$ cat src/rtl/video_config_pkg.sv
// video_config_pkg: definitions shared by the video-mode configuration
// transmitter and receiver.
//   VideoModeSel    requested video mode (VGA, 720P, 1080P)
//   CODE_*          one-hot codes carried on configuration byte bits [2:0]
//   SEQ_BIT         position of the sequence-toggle bit
//   tx_state_e      transmitter FSM states
//   encode()        VideoModeSel -> one-hot code (single shared definition)
//   to_sel()        raw 2-bit request -> VideoModeSel (3 maps to VGA)
package video_config_pkg;

  typedef enum logic [1:0] {
    VGA        = 2'd0,
    MODE_720P  = 2'd1,
    MODE_1080P = 2'd2
  } VideoModeSel;

  localparam logic [2:0] CODE_VGA   = 3'b001;
  localparam logic [2:0] CODE_720P  = 3'b010;
  localparam logic [2:0] CODE_1080P = 3'b100;
  localparam int         SEQ_BIT    = 7;

  typedef enum logic [1:0] {
    IDLE  = 2'd0,
    SETUP = 2'd1,
    HOLD  = 2'd2
  } tx_state_e;

  function automatic logic [2:0] encode(VideoModeSel m);
    case (m)
      MODE_720P:  return CODE_720P;
      MODE_1080P: return CODE_1080P;
      default:    return CODE_VGA;
    endcase
  endfunction

  // The unused request value 3 falls back to VGA.
  function automatic VideoModeSel to_sel(logic [1:0] r);
    case (r)
      2'd1:    return MODE_720P;
      2'd2:    return MODE_1080P;
      default: return VGA;
    endcase
  endfunction

endpackage

$ cat src/rtl/video_config_tx_timer.sv
// video_config_tx_timer: loadable down-counter with a zero flag.
//   clock, reset_n  clock and asynchronous active-low reset
//   load, load_val  load the counter (takes priority over counting)
//   zero            counter is 0; the counter stops there until reloaded
module video_config_tx_timer #(
  parameter int W = 4
) (
  input  logic         clock,
  input  logic         reset_n,
  input  logic         load,
  input  logic [W-1:0] load_val,
  output logic         zero
);

  logic [W-1:0] cnt_q, cnt_d;

  always_comb begin
    cnt_d = cnt_q;
    if (load)
      cnt_d = load_val;
    else if (cnt_q != '0)
      cnt_d = cnt_q - W'(1);
  end

  always_ff @(posedge clock or negedge reset_n) begin
    if (!reset_n) cnt_q <= '0;
    else          cnt_q <= cnt_d;
  end

  assign zero = (cnt_q == '0);

endmodule

$ cat src/rtl/video_config_tx.sv
// video_config_tx: transmitter for the 8-bit video-mode configuration byte.
// A request accepted over valid/ready first drives the new one-hot mode on
// bits [2:0] for SETUP_CYCLES, then flips the bit-7 sequence toggle and holds
// the byte for HOLD_CYCLES before the next transfer may begin.
//   clock, reset_n   clock, asynchronous active-low reset
//   mode_req         0 VGA, 1 720P, 2 1080P, 3 treated as VGA
//   req_valid/ready  request handshake
//   data_out         {toggle, 4'b0, one-hot mode}
//   busy             transfer in SETUP or HOLD
//   done             one-cycle pulse at transfer completion
//   current_mode     mode most recently fully transmitted
// Optional feature: VIDEO_CONFIG_TX_COALESCE_EN -- req_ready stays high and
// requests arriving while busy collapse into one last-wins pending slot.
module video_config_tx
  import video_config_pkg::*;
#(
  parameter int SETUP_CYCLES = 4,
  parameter int HOLD_CYCLES  = 16
) (
  input  logic       clock,
  input  logic       reset_n,
  input  logic [1:0] mode_req,
  input  logic       req_valid,
  output logic       req_ready,
  output logic [7:0] data_out,
  output logic       busy,
  output logic       done,
  output logic [1:0] current_mode
);

  localparam int MAX_CYC = (SETUP_CYCLES > HOLD_CYCLES) ? SETUP_CYCLES : HOLD_CYCLES;
  localparam int CW      = $clog2(MAX_CYC) + 1;
  localparam logic [CW-1:0] SETUP_LD = CW'(SETUP_CYCLES - 1);
  localparam logic [CW-1:0] HOLD_LD  = CW'(HOLD_CYCLES - 1);

  tx_state_e   state_q, state_d;
  logic [2:0]  code_q, code_d;
  logic        seq_q, seq_d;
  logic        done_q, done_d;
  logic        busy_q, busy_d;
  logic        ready_q, ready_d;
  VideoModeSel cur_q, cur_d;
  VideoModeSel infl_q, infl_d;     // mode of the transfer in flight

  logic          tmr_load, tmr_zero;
  logic [CW-1:0] tmr_val;
  logic          start;
  VideoModeSel   start_sel;

`ifdef VIDEO_CONFIG_TX_COALESCE_EN
  logic        pend_vld_q, pend_vld_d;
  VideoModeSel pend_q, pend_d;
`endif

  video_config_tx_timer #(.W(CW)) u_timer (
    .clock    (clock),
    .reset_n  (reset_n),
    .load     (tmr_load),
    .load_val (tmr_val),
    .zero     (tmr_zero)
  );

  always_comb begin
    state_d   = state_q;
    code_d    = code_q;
    seq_d     = seq_q;
    done_d    = 1'b0;
    cur_d     = cur_q;
    infl_d    = infl_q;
    tmr_load  = 1'b0;
    tmr_val   = SETUP_LD;
    start     = 1'b0;
    start_sel = to_sel(mode_req);
`ifdef VIDEO_CONFIG_TX_COALESCE_EN
    pend_vld_d = pend_vld_q;
    pend_d     = pend_q;
    if (state_q != IDLE && req_valid) begin
      pend_vld_d = 1'b1;
      pend_d     = to_sel(mode_req);
    end
`endif

    case (state_q)
      // req_ready is always high in IDLE, so req_valid alone is an accept.
      IDLE: if (req_valid) start = 1'b1;
      SETUP: if (tmr_zero) begin
        seq_d    = ~seq_q;
        tmr_load = 1'b1;
        tmr_val  = HOLD_LD;
        state_d  = HOLD;
      end
      HOLD: if (tmr_zero) begin
        done_d  = 1'b1;
        cur_d   = infl_q;
        state_d = IDLE;
`ifdef VIDEO_CONFIG_TX_COALESCE_EN
        // A request arriving this very cycle is newer than the stored one.
        if (req_valid) begin
          start = 1'b1;
        end else if (pend_vld_q) begin
          start     = 1'b1;
          start_sel = pend_q;
        end
        pend_vld_d = 1'b0;
`endif
      end
      default: state_d = IDLE;
    endcase

    // Mode bits change here; the toggle only flips after SETUP expires.
    if (start) begin
      infl_d   = start_sel;
      code_d   = encode(start_sel);
      tmr_load = 1'b1;
      tmr_val  = SETUP_LD;
      state_d  = SETUP;
    end

    busy_d = (state_d != IDLE);
`ifdef VIDEO_CONFIG_TX_COALESCE_EN
    ready_d = 1'b1;
`else
    ready_d = (state_d == IDLE);
`endif
  end

  always_ff @(posedge clock or negedge reset_n) begin
    if (!reset_n) begin
      state_q <= IDLE;
      code_q  <= CODE_VGA;
      seq_q   <= 1'b0;
      done_q  <= 1'b0;
      busy_q  <= 1'b0;
      ready_q <= 1'b1;
      cur_q   <= VGA;
      infl_q  <= VGA;
    end else begin
      state_q <= state_d;
      code_q  <= code_d;
      seq_q   <= seq_d;
      done_q  <= done_d;
      busy_q  <= busy_d;
      ready_q <= ready_d;
      cur_q   <= cur_d;
      infl_q  <= infl_d;
    end
  end

`ifdef VIDEO_CONFIG_TX_COALESCE_EN
  always_ff @(posedge clock or negedge reset_n) begin
    if (!reset_n) begin
      pend_vld_q <= 1'b0;
      pend_q     <= VGA;
    end else begin
      pend_vld_q <= pend_vld_d;
      pend_q     <= pend_d;
    end
  end
`endif

  always_comb begin
    data_out          = '0;
    data_out[2:0]     = code_q;
    data_out[SEQ_BIT] = seq_q;
  end

  assign req_ready    = ready_q;
  assign busy         = busy_q;
  assign done         = done_q;
  assign current_mode = cur_q;

endmodule
$ cat config.mk
export PLATFORM = sky130hd
export DESIGN_NAME = video_config_tx
export DESIGN_NICKNAME = d
export VERILOG_FILES = /design/src/rtl/video_config_pkg.sv /design/src/rtl/video_config_tx_timer.sv /design/src/rtl/video_config_tx.sv
export SDC_FILE = /design/constraint.sdc
export NUM_CORES = 1
export LEC_CHECK = 0
export CAP_MARGIN = 20
export CORE_UTILIZATION = 47
export DETAILED_ROUTE_END_ITERATION = 10
export GPL_TIMING_DRIVEN = 0
export PLACE_DENSITY = 0.76
export SLEW_MARGIN = 25
export SYNTH_ARGS = -nofsm -noshare
export SYNTH_HDL_FRONTEND = slang
export SYNTH_SLANG_ARGS = --single-unit
$ cat constraint.sdc
create_clock -name clock -period 1.92 [get_ports clock]
set_clock_uncertainty 0.1 [all_clocks]
set_input_delay 0.288 -clock clock [delete_from_list [all_inputs] [get_ports clock]]
set_output_delay 0.288 -clock clock [all_outputs]
set_load 0.005 [all_outputs]
Yosys cells after proc, flatten, opt, wreduce, memory -nomap -nowiden. Cells that the tools add are included.

Word-level logic and storage cells: 42. Flip-flop bits (word level): 18. Output and inout port bits: 13.

Muxes and demuxes: 17. Eq/ne operators: 6. Reduce and logical (&&, ||, !) cells: 8. $add $sub $neg: 1. Bitwise operators: 1.

Operators by type and width (count): $mux W5 (3); $mux W4 (2); $eq A2 B1 Y1 const B (3); $eq A2 B2 Y1 const B (3); $mux W1 (6); $mux W2 (3); $pmux W2 S3 (1); $pmux W3 S2 (1); $logic_not A5 Y1 (1); $reduce_bool A5 Y1 (1); $sub A5 B1 Y5 const B (1); $logic_not A2 Y1 (2); $pmux W2 S2 (1); $reduce_and A2 Y1 (2); $reduce_bool A2 Y1 (2); $not A1 Y1 (1).

Longest topological paths before layout. Gate-level depths: netlist of the first run.

Depth after elaboration: 5. Depth in mapped cells: 5. Depth with buffers taken out: 5.

By module. A second synthesis of the first run with hierarchy kept.

Cells, all modules: 69. Area, all modules: 785.8 um^2.

Modules (own cells, without submodules): video_config_tx (instances 1, cells each 42, sequential area each 277.8 um^2, area an instance 506.7 um^2); video_config_tx_timer (instances 1, cells each 27, sequential area each 125.1 um^2, area an instance 279.0 um^2).

Worst setup path after synthesis of the first run. No wires, ideal clock.

Path type: register to register. From: reg u_timer.cnt_q[0]. To: reg u_timer.cnt_q[0]. Required time: 1.684 ns. Data arrival time: 1.330 ns. Library setup time: 0.136 ns. Slack: 0.354 ns. Period minus slack after synthesis: 1.566 ns. Path buffers: 0. Cell stages (with the launch flop): 6. Path through: dfrtp_1 inv_1 ha_1 or4b_4 nor3_1 o21ai_0.

Cells in the longest elaborated chain, start to end: 5.

RTL lines: start: declaration (RTL line video_config_tx_timer.sv:15) `logic [W-1:0] cnt_q, cnt_d;`; start signal: assignment (RTL line video_config_tx_timer.sv:27) `else cnt_q <= cnt_d;`; branches (longest 5 deep; another with $sub A5 B1 Y5).

Parallel ways; which one is timed is not known. The select of a mux whose other input is x is not followed. A chain may end at the register's enable or synchronous reset.

Worst setup path in the final report of the first run.
From: reg u_timer.cnt_q[0]. To: reg cur_q[0] (netlist: current_mode[0]).

Cells in the longest elaborated chain, start to end: 2.

RTL lines: $logic_not A5 Y1 (RTL line video_config_tx_timer.sv:30) `assign zero = (cnt_q == '0);`; $reduce_and A2 Y1 (no source line); end signal: assignment (RTL line video_config_tx.sv:144) `cur_q <= cur_d;`; end: declaration (RTL line video_config_tx.sv:42) `VideoModeSel cur_q, cur_d;`.

Every way passes these cells.

==> impl_results.md, run 1 <==
* Area grow syn2layout at 25.24%
* Row cnt at 14
* Sw frac at 31.44%
* DR pass1 iterations at 4
* Prevailing post-synth register cell: dfrtp_1
* GRT overflow at 0
* Max-capacitance violation count at 0
* Drt total wl at 1.214 mm
* Register area at 402.9 um^2
* Syn Area/Cell at 11.35 um^2
* Seq/Total Area, Yosys at 51.44%
* Yosys reg bits at 16
* Share of cells above drive strength 1 at 22.47%
* Post-CTS sizing at 0
* # setup viols final at 0
* Total CTS buffers at 3
* Internal power at 907.3 uW
* Dpl hpwl at 928.3 um
* I/O pins at 18
* Crit. End Element: register
* Die height at 42.82 um
* Worst setup margin at 208.7 ps
* First-pass GRT wire length at 2.159 mm
* Reg power frac at 45.1%
* Iteration-0 DRC count of the detailed router at 7
* Initial Util at 51.40%
* Req. time, crit path at 2000 ps
* CP Launch Type: register
* Final period util at 89.13%
* Fin nets at 99
* Largest cells by area after synthesis: dfrtp_1 (45%), mux2_2 (7.2%), dfstp_2 (6.7%)
* Multi-input gate area at 327.8 um^2
* Via-per-instance ratio at 4.990
* Fill count at 120
* RSZ-0062 raised after global routing: false
* Synth cell types at 25
* Clock buffer depth at 2
* CP max stage delay at 400 ps
* Final hold violations at 0
* Slowest-stage cell, CP: dfrtp_1
* DR vias at 524
* Critical path type: register to register
* Final design utilization at 64.37%
* Clock Latency Late Sink at 280 ps
* Via count of the first global-routing pass at 529
* Worst slew pin tran at 710.5 ps
* Worst min-delay path class: input port to asynchronous set/reset pin
* Max VDD drop at 0.6544 mV
* Pwr dens at 1349 nW/um^2
* # diodes at 0
* Clk slew on worst S/H paths at 90 ps
* Sink Count at 16
* Pre-CTS WS at 71.79 ps
* Number of synthesized flops with an enable pin at 0
* Post-layout min period at 1711 ps
* Hold buffers post-CTS at 0
* Final ANT Viol Nets at 0
* Gate power share at 38.2%
* Async SR Flop Fraction at 100.0%
* Area leader, netlist: dfrtp_1
* TritonCTS clock tree: built
* Fin Setup TNS at 0 ps
* Max Slew Vio Count at 0
* Core area at 1524 um^2
* Wire length per cell at 11.56 um
* Switch Pwr at 416.1 uW
* Most frequent cell after synthesis: dfrtp_1
* Die X at 42.82 um
* Full die area at 1834 um^2
* Largest net degree at the start of global routing at 17
* Number of standard cells after synthesis at 69
* Highest Clock Rate at 584.3 MHz
* DRC at 0
* Max-slew headroom at 52.49%
* Critical path arrival at 1790 ps
* Non-Filler Instances at 105
* LEAKAGE at 0.0004623 uW
* Initial antenna violation count at 0
* Routability Congestion at 0.7149
* Syn Std Cell Area at 783.3 um^2
* Port Buffers at 13
* H-tree Lvls at 1
* Yosys warning count at 0
* Worst-path cell chain: inv_1, ha_1, nor4b_4, nand2_2, mux2_2
* Status: complete, no violations
* Post-CTS Repair Setup Buffers at 0
* Top cell type's share of synthesized area at 44.73%
* Inst Count DP at 101
* CTS Root Cell: clkbuf_4
* GRT Util Overall at 16.13%
* Clock power share at 16.8%
* Post-synth top cells: dfrtp_1 (14), inv_1 (6), nand2_1 (6), buf_4 (5), mux2_2 (5)
* Critical-path maximum fanout at 7
==> logic make-up (layout without fill, tap and decap cells) <==
| logic type | count (synthesis) | in the layout | share of synthesized area (%) |
|---|---|---|---|
| simple gates | 20 | 20 | 16.61 |
| flops | 16 | 16 | 51.44 |
| buf+inv | 12 | 29 | 8.147 |
| compound gates | 7 | 7 | 5.270 |
| mux | 5 | 5 | 7.188 |
| fa+ha+maj | 4 | 4 | 6.390 |
| xor+xnor | 4 | 4 | 4.474 |
| other cells | 1 | 4 | 0.4788 |
==> cell usage in the layout (no fill, tap or decap), types with 3 or more instances in the layout <==
cell type         n
clkdlybuf4s50_1  13
clkbuf_4          3
inv_1             6
o21ai_0           3
nor3_1            3
dfrtp_1          14
mux2_2            5
ha_1              4
conb_1            4
buf_4             5
xnor2_1           3
nand2_1           6
==> power groups by stage <==
stage	Clock, uW	Sequential (uW)	Combinational (uW)
floorplan	0	588	317
global placement	0	602	496
detailed placement	0	605	506
CTS	230	599	513
global route	242	617	564
finish	222	596	505
==> per-stage QoR <==
| step | area [um^2] | hold slack, ps | total power [uW] |
|---|---|---|---|
| CTS | 980.9 | 334.3 | 1342 |
| global placement | 944.7 | 364.3 | 1098 |
| finish | 980.9 | 320.9 | 1323 |
| floorplan | 794.5 | -107.6 | 904.7 |
| detailed placement | 944.7 | 369.6 | 1112 |
| global route | 980.9 | 373.8 | 1422 |
==> state kept, by name, summed over array words and instances, names as in the netlist <==
signal	cells
req_ready	1
code_q	2
state_q	2
busy	1
infl_q	1
current_mode	2
seq_q	1
done	1
u_timer.cnt_q	5
==> worst max-delay path: cells and delay by family, from the launching register on <==
kind | cells | cell delay [ps]
AND/OR/NAND/NOR | 2 | 530
adder cells (fa/ha/maj) | 1 | 180
multiplexers | 1 | 300
buffers and inverters | 1 | 100
flip-flops | 1 | 400
==> worst paths after layout <==
path	from	endpoint	slack, ps	cells after the start
setup / recovery	u_timer.cnt_q[0]$_DFFE_PN0P_	current_mode[0]$_DFFE_PN0P_	210	5
hold / removal	reset_n	u_timer.cnt_q[4]$_DFFE_PN0P_	320	1
setup reg to reg	u_timer.cnt_q[0]$_DFFE_PN0P_	current_mode[0]$_DFFE_PN0P_	210	5
hold reg to reg	seq_q$_DFFE_PN0P_	seq_q$_DFFE_PN0P_	380	1
max in group asynchronous	reset_n	done$_DFF_PN0_	950	1
min in group clock	seq_q$_DFFE_PN0P_	seq_q$_DFFE_PN0P_	380	1
==> final cells by class <==
class / instances / area share (%)
repair buffers: 13 / 13.27
flip-flops and latches: 16 / 41.07
well taps: 16 / 2.041
inverters: 6 / 2.296
clock buffers: 4 / 3.699
multi-input cells: 44 / 33.42
plain buffers: 6 / 4.209
==> routing by layer <==
metal | wire [um] | global-route usage [%] | part of all wire, %
met1 | 539 | 19.39 | 44
met2 | 623 | 26.06 | 51
met3 | 51 | 5.106 | 4.2
met4 | 0 | 7.500 | 0
met5 | 0 | 0 | 0
(Power assumes the default switching activity.)
==> run 2: changes to the inputs <==
--- a/config.mk
+++ b/config.mk
@@ -9,8 +9,9 @@
 export CORE_UTILIZATION = 47
 export DETAILED_ROUTE_END_ITERATION = 10
 export GPL_TIMING_DRIVEN = 0
-export PLACE_DENSITY = 0.76
+export PLACE_DENSITY_LB_ADDON = 0.15
 export SLEW_MARGIN = 25
 export SYNTH_ARGS = -nofsm -noshare
 export SYNTH_HDL_FRONTEND = slang
+export SYNTH_HIERARCHICAL = 1
 export SYNTH_SLANG_ARGS = --single-unit
==> impl_results.md, run 2 <==
* Status: complete, no violations (unchanged)
* Top delay family on crit path: flip-flops (was simple AND/OR/NAND/NOR gates)
* Area grow syn2layout at 27.55% (was 25.24%)
* Slowest-stage cell, CP: dfrtp_1 (unchanged)
* Die height at 42.89 um (was 42.82 um)
* Max VDD drop at 0.9364 mV (was 0.6544 mV)
* # diodes at 0 (unchanged)
* Max Slew Vio Count at 0 (unchanged)
* I/O pins at 18 (unchanged)
* TritonCTS clock tree: built (unchanged)
* Prevailing post-synth register cell: dfrtp_1 (unchanged)
* Drt total wl at 1.218 mm (was 1.214 mm)
* Seq/Total Area, Yosys at 51.27% (was 51.44%)
* Post-Place Cell Area at 954.7 um^2 (was 944.7 um^2)
* Most frequent cells in the layout: dfrtp_1 (14), clkdlybuf4s50_1 (13), nand2_1 (7), inv_1 (7), conb_1 (7) (was dfrtp_1 (14), clkdlybuf4s50_1 (13), inv_1 (6), nand2_1 (6))
* Clock power share at 14.5% (was 16.8%)
* Clock Latency Late Sink at 280 ps (about the same)
* GRT overflow at 0 (unchanged)
* Share of cells above drive strength 1 at 25.00% (was 22.47%)
* Wire length per cell at 11.28 um (was 11.56 um)
* First-pass GRT wire length at 2.076 mm (was 2.159 mm)
* Crit. End Element: register (unchanged)
* Highest Clock Rate at 552.9 MHz (was 584.3 MHz)
* Initial antenna violation count at 0 (unchanged)
* Via count of the first global-routing pass at 492 (was 529)
* Initial Util at 50.97% (was 51.40%)
* Die X at 42.89 um (was 42.82 um)
* Syn Std Cell Area at 785.8 um^2 (was 783.3 um^2)
* Final hold violations at 0 (unchanged)
* Top cell type's share of synthesized area at 44.59% (was 44.73%)
* CP bufs+invs at 2 (was 1)
* CP max stage delay at 410 ps (was 400 ps)
* R2r endpoint: current_mode[0]$_DFFE_PN0P_ (unchanged)
* Largest cells by area after synthesis: dfrtp_1 (45%), mux2_2 (8.6%), dfstp_2 (6.7%) (was dfrtp_1 (45%), mux2_2 (7.2%), dfstp_2 (6.7%))
* Sink Count at 16 (unchanged)
* DRC at 0 (unchanged)
* Synth cell types at 24 (was 25)
* CTS Root Cell: clkbuf_4 (unchanged)
* Fin nets at 101 (was 99)
* Area leader, netlist: dfrtp_1 (unchanged)
* Number of synthesized flops with an enable pin at 0 (unchanged)
* Largest net degree at the start of global routing at 17 (unchanged)
* Max reg flops at 5 (unchanged)
* Worst min-delay path class: input port to asynchronous set/reset pin (unchanged)
* Leading cell type in the layout, fill and taps excluded: dfrtp_1 (unchanged)
* Critical-path maximum fanout at 7 (unchanged)
* Core area at 1541 um^2 (was 1524 um^2)
* Worst reg2reg setup slack at 110 ps (was 210 ps)
* Sw frac at 32.20% (was 31.44%)
* GRT Util Overall at 16.43% (was 16.13%)
* Req. time, crit path at 1990 ps (was 2000 ps)
* Pwr dens at 1488 nW/um^2 (was 1349 nW/um^2)
* Fin Setup TNS at 0 ps (unchanged)
* # setup viols final at 0 (unchanged)
* Yosys reg bits at 16 (unchanged)
* Number of standard cells after synthesis at 69 (unchanged)
* Final period util at 94.20% (was 89.13%)
* Critical path arrival at 1880 ps (was 1790 ps)
* Routability Congestion at 0.6895 (was 0.7149)
* Syn Area/Cell at 11.39 um^2 (was 11.35 um^2)
* Via-per-instance ratio at 4.769 (was 4.990)
* Final design utilization at 65.02% (was 64.37%)
* Async SR Flop Fraction at 100.0% (unchanged)
* Most frequent cell after synthesis: dfrtp_1 (unchanged)
* Reg power frac at 41.8% (was 45.1%)
* Gate power share at 43.7% (was 38.2%)
* Fill count at 136 (was 120)
* Internal power at 1011 uW (was 907.3 uW)
* Final ANT Viol Nets at 0 (unchanged)
* Full die area at 1839 um^2 (was 1834 um^2)
* CP Launch Type: register (unchanged)
* Pwr Total at 1492 uW (was 1323 uW)
* Yosys warning count at 6 (was 0)
* Post-route cell area at 1002 um^2 (was 980.9 um^2)
* Critical R2R Launch: u_timer/cnt_q[0]$_DFFE_PN0P_ (was u_timer.cnt_q[0]$_DFFE_PN0P_)
* LEAKAGE at 0.0004736 uW (was 0.0004623 uW)
* Clk slew on worst S/H paths at 90 ps (about the same)
* Critical path type: register to register (unchanged)
* RSZ-0062 raised after global routing: true (was false)
* H-tree Lvls at 1 (unchanged)
* Worst-path cell chain: inv_1, ha_2, nor4b_4, buf_4, nand3b_1, mux2_2 (was inv_1, ha_1, nor4b_4, nand2_2, mux2_2)
* Iteration-0 DRC count of the detailed router at 8 (was 7)
* Clock buffer depth at 2 (unchanged)
* Total CTS buffers at 3 (unchanged)
* Post-synth top cells: dfrtp_1 (14), inv_1 (7), nand2_1 (7), mux2_2 (6), buf_4 (5) (was dfrtp_1 (14), inv_1 (6), nand2_1 (6), buf_4 (5), mux2_2 (5))
* Hold WS at 309.8 ps (was 320.9 ps)
* Hold buffers post-CTS at 0 (unchanged)
* Post-layout min period at 1809 ps (was 1711 ps)
* Port Buffers at 13 (unchanged)
* Switch Pwr at 480.3 uW (was 416.1 uW)
* DR vias at 515 (was 524)
* Max-slew headroom at 54.84% (was 52.49%)
* Worst path depth at 6 (was 5)
* Max-capacitance violation count at 0 (unchanged)
* Row cnt at 14 (unchanged)
* Largest register by flop count: u_timer/cnt_q (was u_timer.cnt_q)
* Reg2Reg Depth at 6 (was 5)
* Worst slew pin tran at 675.2 ps (was 710.5 ps)
* Dpl hpwl at 905.9 um (was 928.3 um)
* DR pass1 iterations at 4 (unchanged)
==> run 2: changes by cell type after synthesis, sizes merged, moves of 2 or more <==
cell / change
nor2b: -2
o31ai: +3
nand3b: +2
nor3: -2
and2: -2
==> run 2: worst max-delay path by stage <==
stage / startpoint / endpoint / slack, ps
after detailed placement: u_timer/cnt_q[0]$_DFFE_PN0P_ / u_timer/cnt_q[4]$_DFFE_PN0P_ / -220
final: u_timer/cnt_q[0]$_DFFE_PN0P_ / current_mode[0]$_DFFE_PN0P_ / 110
after global placement: u_timer/cnt_q[0]$_DFFE_PN0P_ / u_timer/cnt_q[4]$_DFFE_PN0P_ / -170
after CTS: u_timer/cnt_q[0]$_DFFE_PN0P_ / u_timer/cnt_q[0]$_DFFE_PN0P_ / 8
after global routing: u_timer/cnt_q[0]$_DFFE_PN0P_ / current_mode[0]$_DFFE_PN0P_ / -10
after floorplan: u_timer/cnt_q[0]$_DFFE_PN0P_ / u_timer/cnt_q[4]$_DFFE_PN0P_ / 60
==> run 2: metal layers <==
metal  track usage, %  vias to the layer above  part of all wire (%)
li1                 -                      261                     -
met2            26.97                       14                    51
met4            9.375                        0                   1.5
met1            16.99                      238                    42
met3            7.660                        2                   4.8
met5                0                        -                     0
==> run 2: cell type report <==
cell class / instances / area, um^2 / share of cell area (%)
Sequential cell: 16 / 402.9 / 40.20
Clock buffer: 4 / 36.28 / 3.620
Multi-Input combinational cell: 45 / 336.6 / 33.58
Inverter: 7 / 26.28 / 2.622
Timing Repair Buffer: 14 / 137.6 / 13.73
Tap cell: 16 / 20.02 / 1.998
Buffer: 6 / 42.54 / 4.245
==> run 2: worst register-to-register path: stages, from the launching register on <==
cell and delay (ps):
dfrtp_1 410, inv_1 100, ha_2 210, nor4b_4 240, buf_4 210, nand3b_1 140, mux2_2 300
==> run 2: kinds of logic after synthesis <==
| family | share of synthesized area [%] |
|---|---|
| AOI/OAI and AO/OA | 7.483 |
| buffers and inverters | 8.599 |
| DFF | 51.27 |
| muxes | 8.598 |
| and+or+nand+nor | 13.85 |
| adders and majority gates | 4.778 |
| xor gates and xnor gates | 4.458 |
| other | 0.9558 |
==> run 2: power by group through the flow <==
stage               Clock [uW]  Sequential, uW  Combinational [uW]
CTS                        228             625                 650
finish                     216             624                 651
global placement             0             622                 615
global route               242             648                 726
detailed placement           0             632                 634
floorplan                    0             610                 416
==> run 2: what timing repair did <==
action | in CTS | in global routing
gates resized for setup | 0 | 4
endpoints found under the hold margin | 0 | 0
buffers inserted | 1 | 0
setup endpoints to repair | 5 | 7
pin swaps | 0 | 0
==> run 2: per-stage QoR <==
step,std cells,setup WS (ps)
6_report,108,111.5
2_1_floorplan,74,55.14
4_1_cts,108,7.655
5_1_grt,108,-13.18
3_3_place_gp,103,-174.0
3_5_place_dp,103,-220.1
